--- config.mk ---
export PLATFORM = sky130hd
export DESIGN_NAME = pipe_hazard_ctrl
export DESIGN_NICKNAME = d
export VERILOG_FILES = /design/src/rtl/pipe_hazard_ctrl.sv
export SDC_FILE = /design/constraint.sdc
export NUM_CORES = 1
export LEC_CHECK = 0
export CAP_MARGIN = 10
export CORE_AREA = 3 3 40 42
export DETAILED_ROUTE_END_ITERATION = 7
export DIE_AREA = 0 0 43 45
export DONT_BUFFER_PORTS = 1
export PLACE_DENSITY_LB_ADDON = 0.2
export SLEW_MARGIN = 20
export SYNTH_ARGS = -nofsm -noshare
export SYNTH_HDL_FRONTEND = slang
export SYNTH_SLANG_ARGS = --single-unit
--- constraint.sdc ---
create_clock -name clk -period 2.1 [get_ports clk]
set_input_delay 0.525 -clock clk [delete_from_list [all_inputs] [get_ports clk]]
set_output_delay 0.525 -clock clk [all_outputs]
set_load 0.03 [all_outputs]
--- src/rtl/pipe_hazard_ctrl.sv ---
// pipe_hazard_ctrl: load-use, branch redirect and mult/div busy-window sequencing for the 5-stage pipeline
module pipe_hazard_ctrl #(
  parameter int MD_LATENCY = 32,
  parameter int CNT_W = 6
) (
  input  logic       clk,
  input  logic       rst,
  input  logic [4:0] id_rs,
  input  logic [4:0] id_rt,
  input  logic       id_use_rs,
  input  logic       id_use_rt,
  input  logic       ex_mem_read,
  input  logic [4:0] ex_rt,
  input  logic       ex_branch_taken,
  input  logic       id_md_start,
  input  logic       id_md_read,
  output logic       pc_en,
  output logic       if_id_en,
  output logic       if_id_flush,
  output logic       id_ex_flush,
  output logic       md_start,
  output logic       md_busy
);
  typedef enum logic {RUN, MD_BUSY} state_t;
  state_t state, state_nxt;
  logic [CNT_W-1:0] cnt, cnt_nxt;
  logic load_use, md_hold, stall, start_ok;
  always_ff @(posedge clk or posedge rst)
    if (rst) begin
      state <= RUN;
      cnt <= '0;
    end else begin
      state <= state_nxt;
      cnt <= cnt_nxt;
    end
  always_comb begin
    load_use = ex_mem_read && ex_rt != 5'd0 &&
               ((id_use_rs && id_rs == ex_rt) || (id_use_rt && id_rt == ex_rt));
    md_hold = state == MD_BUSY && (id_md_read || id_md_start);
    stall = !ex_branch_taken && (md_hold || load_use);
    start_ok = id_md_start && state == RUN && !ex_branch_taken && !load_use;
    // a taken branch never aborts an issued op, so the count runs regardless
    state_nxt = state == RUN ? (start_ok ? MD_BUSY : RUN) : (cnt == '0 ? RUN : MD_BUSY);
    cnt_nxt = state == RUN ? (start_ok ? CNT_W'(MD_LATENCY - 1) : cnt) : (cnt == '0 ? '0 : cnt - 1'b1);
    pc_en = !rst && !stall;
    if_id_en = !rst && !stall;
    if_id_flush = rst || ex_branch_taken;
    id_ex_flush = rst || ex_branch_taken || stall;
    md_start = !rst && start_ok;
    md_busy = !rst && state == MD_BUSY;
  end
endmodule

==> results <==
- The flow ran to the end, but the final reports show violations.
- The final reports fail on negative setup slack.
- Entering global routing, the biggest net connects 9 pins.
- The critical path startpoint category is a primary input.
- Summed over all layers, the routed wires come to 1.59 mm.
- The number of nets produced by synthesis is 103.
- By area the synthesized netlist is led by dfrtp_1 (26%), xnor2_1 (13%), nor2_1 (5.1%), a21oi_1 (4.5%), ha_1 (3.8%).
- The clock period minus worst slack is approximately 2.3 ns.
- The final hold violation count was 0.
- The initial antenna violation count is 0.
- The routed wire length per instance is around 15 um.
- After detailed routing, the number of remaining DRC violations is 0.
- Summing over every cut layer, the via total after detailed routing is 608.
- The reg-to-reg critical path endpoint is cnt[0]$_DFFE_PP0P_.
- Data on the critical path is required at its endpoint by 1.57 ns.
- The share of flip-flops with an asynchronous set or reset after synthesis is 100%.
- Counting every sink on the clock net gives 7.
- The launch instance of the worst register-to-register path is cnt[0]$_DFFE_PP0P_.
- The number of buffers added on ports is 0.
- Relative to the synthesized area, the layout overhead comes to 22.8%.
- The deepest level of the CTS H-tree is 1.
- After clock tree synthesis, the clock-pin slew on the worst setup and hold paths is 0.06 ns.
- The HPWL after detailed placement is 1.33 mm.
- The non-filler instance count after layout is 106.
- The post-route cell area is 815 um2.
- The final design utilization is 63.4%.
- Once the floorplan was initialized, standard cells occupied 51.6% of the core.
- The fraction of layout instances using a drive strength above 1 is 27.5%.
- The area of the placeable core is ~1300 um2.
- In this run the count of I/O pins placed on the die edge is 29.
- The total track usage is 20.1%.
- Of the post-synthesis cell area, the dominant cell type holds 26.4%.
- The number of rows in the core area is 13.
- The most common cell in the synthesized netlist is xnor2_1.
- The power density relative to cell area is 1040 nW/um2.
- In this run the static leakage power is 0.326 nW.
- The gate count of the mapped netlist is 78.
- By count the netlist is led by xnor2_1 (10), nor2_1 (9), dfrtp_1 (7).
- For this run the aggregate overflow at the end of global routing stands at 0.
- The worst hold path class is primary input to async pin.
- After synthesis, the netlist uses 30 different library cells.
- The proportion of synthesized chip area in sequential cells is a little over a quarter.
- The ratio of final minimum period to clock period is 107%.
- The via count of the first global-routing pass was just over 700.
- The synthesized design contains 0 enable-type register cells.
- The global-route wire length before repair is 2.93 mm.
- The number of synthesis warnings is 0.
- The number of pins exceeding their max-slew limit in the final report is 0.
- The number of buffers added by the clock tree synthesis step is 3.
- STA classifies the critical path endpoint as a primary output.
- The mean number of vias per cell is 5.74.
- The root buffer cell chosen for the clock tree is clkbuf_4.
- In the final timing run, aggregate negative setup slack is -0.539 ns.
- Setup violations remaining at the end of the flow were counted as 4.
- The first routing iteration left 3 violations.
- Before antenna repair, the detailed router went through 5 iterations.
- In this run the remaining antenna-violating nets after routing total 0.
- The longest clock path from root to sink contains 2 buffers.
- At the placement stage, the worst setup path has a slack of -0.162 ns.
- The total placed cells including tap cells is 100.
- Among all flip-flop cells after synthesis, the most frequent one is dfrtp_1.
- The worst setup margin is -0.153 ns.
- After synthesis, the mean cell area works out to 8.50 um2.
- The upper clock frequency limit is approximately 440 MHz.
- Measured against its own limit, the worst slew margin works out to 64.0%.
- The largest voltage drop on the vdd net is 0.654 mV.
- The netlist area before placement is about 660 um2.
- For the pin with the worst max-slew slack, the measured transition is 0.538 ns.
- The area of the die is about 1900 um2.
- After the last flow step, the layout net total stands at 117.
- The post-synthesis sequential element count is 7.
- Of all nets on the critical path, the largest fanout is 3.
- The repair_antennas step left the layout with diodes totalling 0.
- Data arrives at the worst endpoint at 1.73 ns.
- The path depth of the worst reg2reg path is 6.
- The max-capacitance violation count is 0.
- After detailed placement, the total cell area comes to 756 um2.
- Between clock sinks in the finished design, the worst skew comes to between 0.005 and 0.006 ns.
- In this run the vertical extent of the chip is 45 um.
- The worst register-to-register path has a setup slack of 0.33 ns.
- The die is 43 um wide.
- Setup repair after global routing could not meet its margin everywhere.
- The congestion estimate from routability-driven global placement came to between 0.8 and 0.9.
- The type of the setup path with the least slack is primary input to primary output.
- The CTS tree is done.
- The source-to-sink clock delay at the later pin of the worst-skew pair is 0.26 ns.
- Summed over all instances, the cell type with the most area after synthesis is dfrtp_1.
- Buffers inserted to repair hold after CTS numbered 0.
[report_power, final]
group / switching, mW / total [mW] / internal [mW] / leakage [nW]
Sequential: 0.0832 / 0.284 / 0.201 / 0.0803
Combinational: 0.237 / 0.434 / 0.197 / 0.231
Clock: 0.0583 / 0.131 / 0.0731 / 0.0150
Total: 0.379 / 0.850 / 0.471 / 0.326
[layer usage]
metal	wire [um]	global-route usage (%)
met3	91	5.18
met4	5	6.02
met1	622	20.9
met5	0	0
met2	871	39.5
[layout make-up]
class	instances	area (um2)
well taps	15	18.8
multi-input cells	63	482
fillers	112	470
flip-flops and latches	7	175
repair buffers	10	86.3
inverters	7	26.3
clock buffers	4	26.3
[cells in the final DEF (no fill, tap or decap), types with 2 or more instances in the layout]
| master | netlist | routed |
|---|---|---|
| buf_4 | 1 | 7 |
| o211ai_1 | 2 | 2 |
| inv_1 | 6 | 6 |
| nor2_1 | 9 | 8 |
| dfrtp_1 | 7 | 7 |
| a221oi_1 | 2 | 2 |
| nand4_1 | 2 | 2 |
| a21oi_1 | 6 | 5 |
| xnor2_1 | 10 | 10 |
| clkbuf_4 | 0 | 3 |
| nor3_1 | 4 | 4 |
| ha_1 | 2 | 2 |
| buf_6 | 0 | 3 |
| nand2_1 | 6 | 6 |
| o21ai_0 | 4 | 4 |
[registers in the layout (all words and copies together) (netlist names)]
signal / count
state: 1
cnt: 6
[worst max-delay path: stages]
cell and delay (ns):
or4_4 0.53, o21ai_4 0.18, inv_2 0.08, a211oi_4 0.25, buf_6 0.16
[how the worst max path moves through the flow]
| stage | from | end |
|---|---|---|
| finish | ex_rt[1] | md_start |
| global placement | ex_rt[1] | md_start |
| global route | ex_rt[1] | md_start |
| CTS | ex_rt[1] | md_start |
| detailed placement | ex_rt[1] | md_start |
| floorplan | ex_rt[1] | pc_en |
[repair_timing]
action                     CTS  global route
setup endpoints to repair    4             4
gates cloned                 0             0
setup buffers                0             2
pin swaps                    0             1
resized for setup            3             1
[metrics by stage]
step / hold slack [ns] / total power [mW]
2_1_floorplan: 0.334 / 0.620
3_3_place_gp: 0.413 / 0.695
3_5_place_dp: 0.419 / 0.711
4_1_cts: 0.138 / 0.848
5_1_grt: 0.148 / 0.933
6_report: 0.139 / 0.850
[cell families after synthesis]
group	share of synthesized area, %
xor gates and xnor gates	13.2
adders and majority gates	3.77
buffers and inverters	5.09
AOI/OAI and AO/OA	24.0
DFF	26.4
and+or+nand+nor	27.5
(Power assumes the default switching activity.)
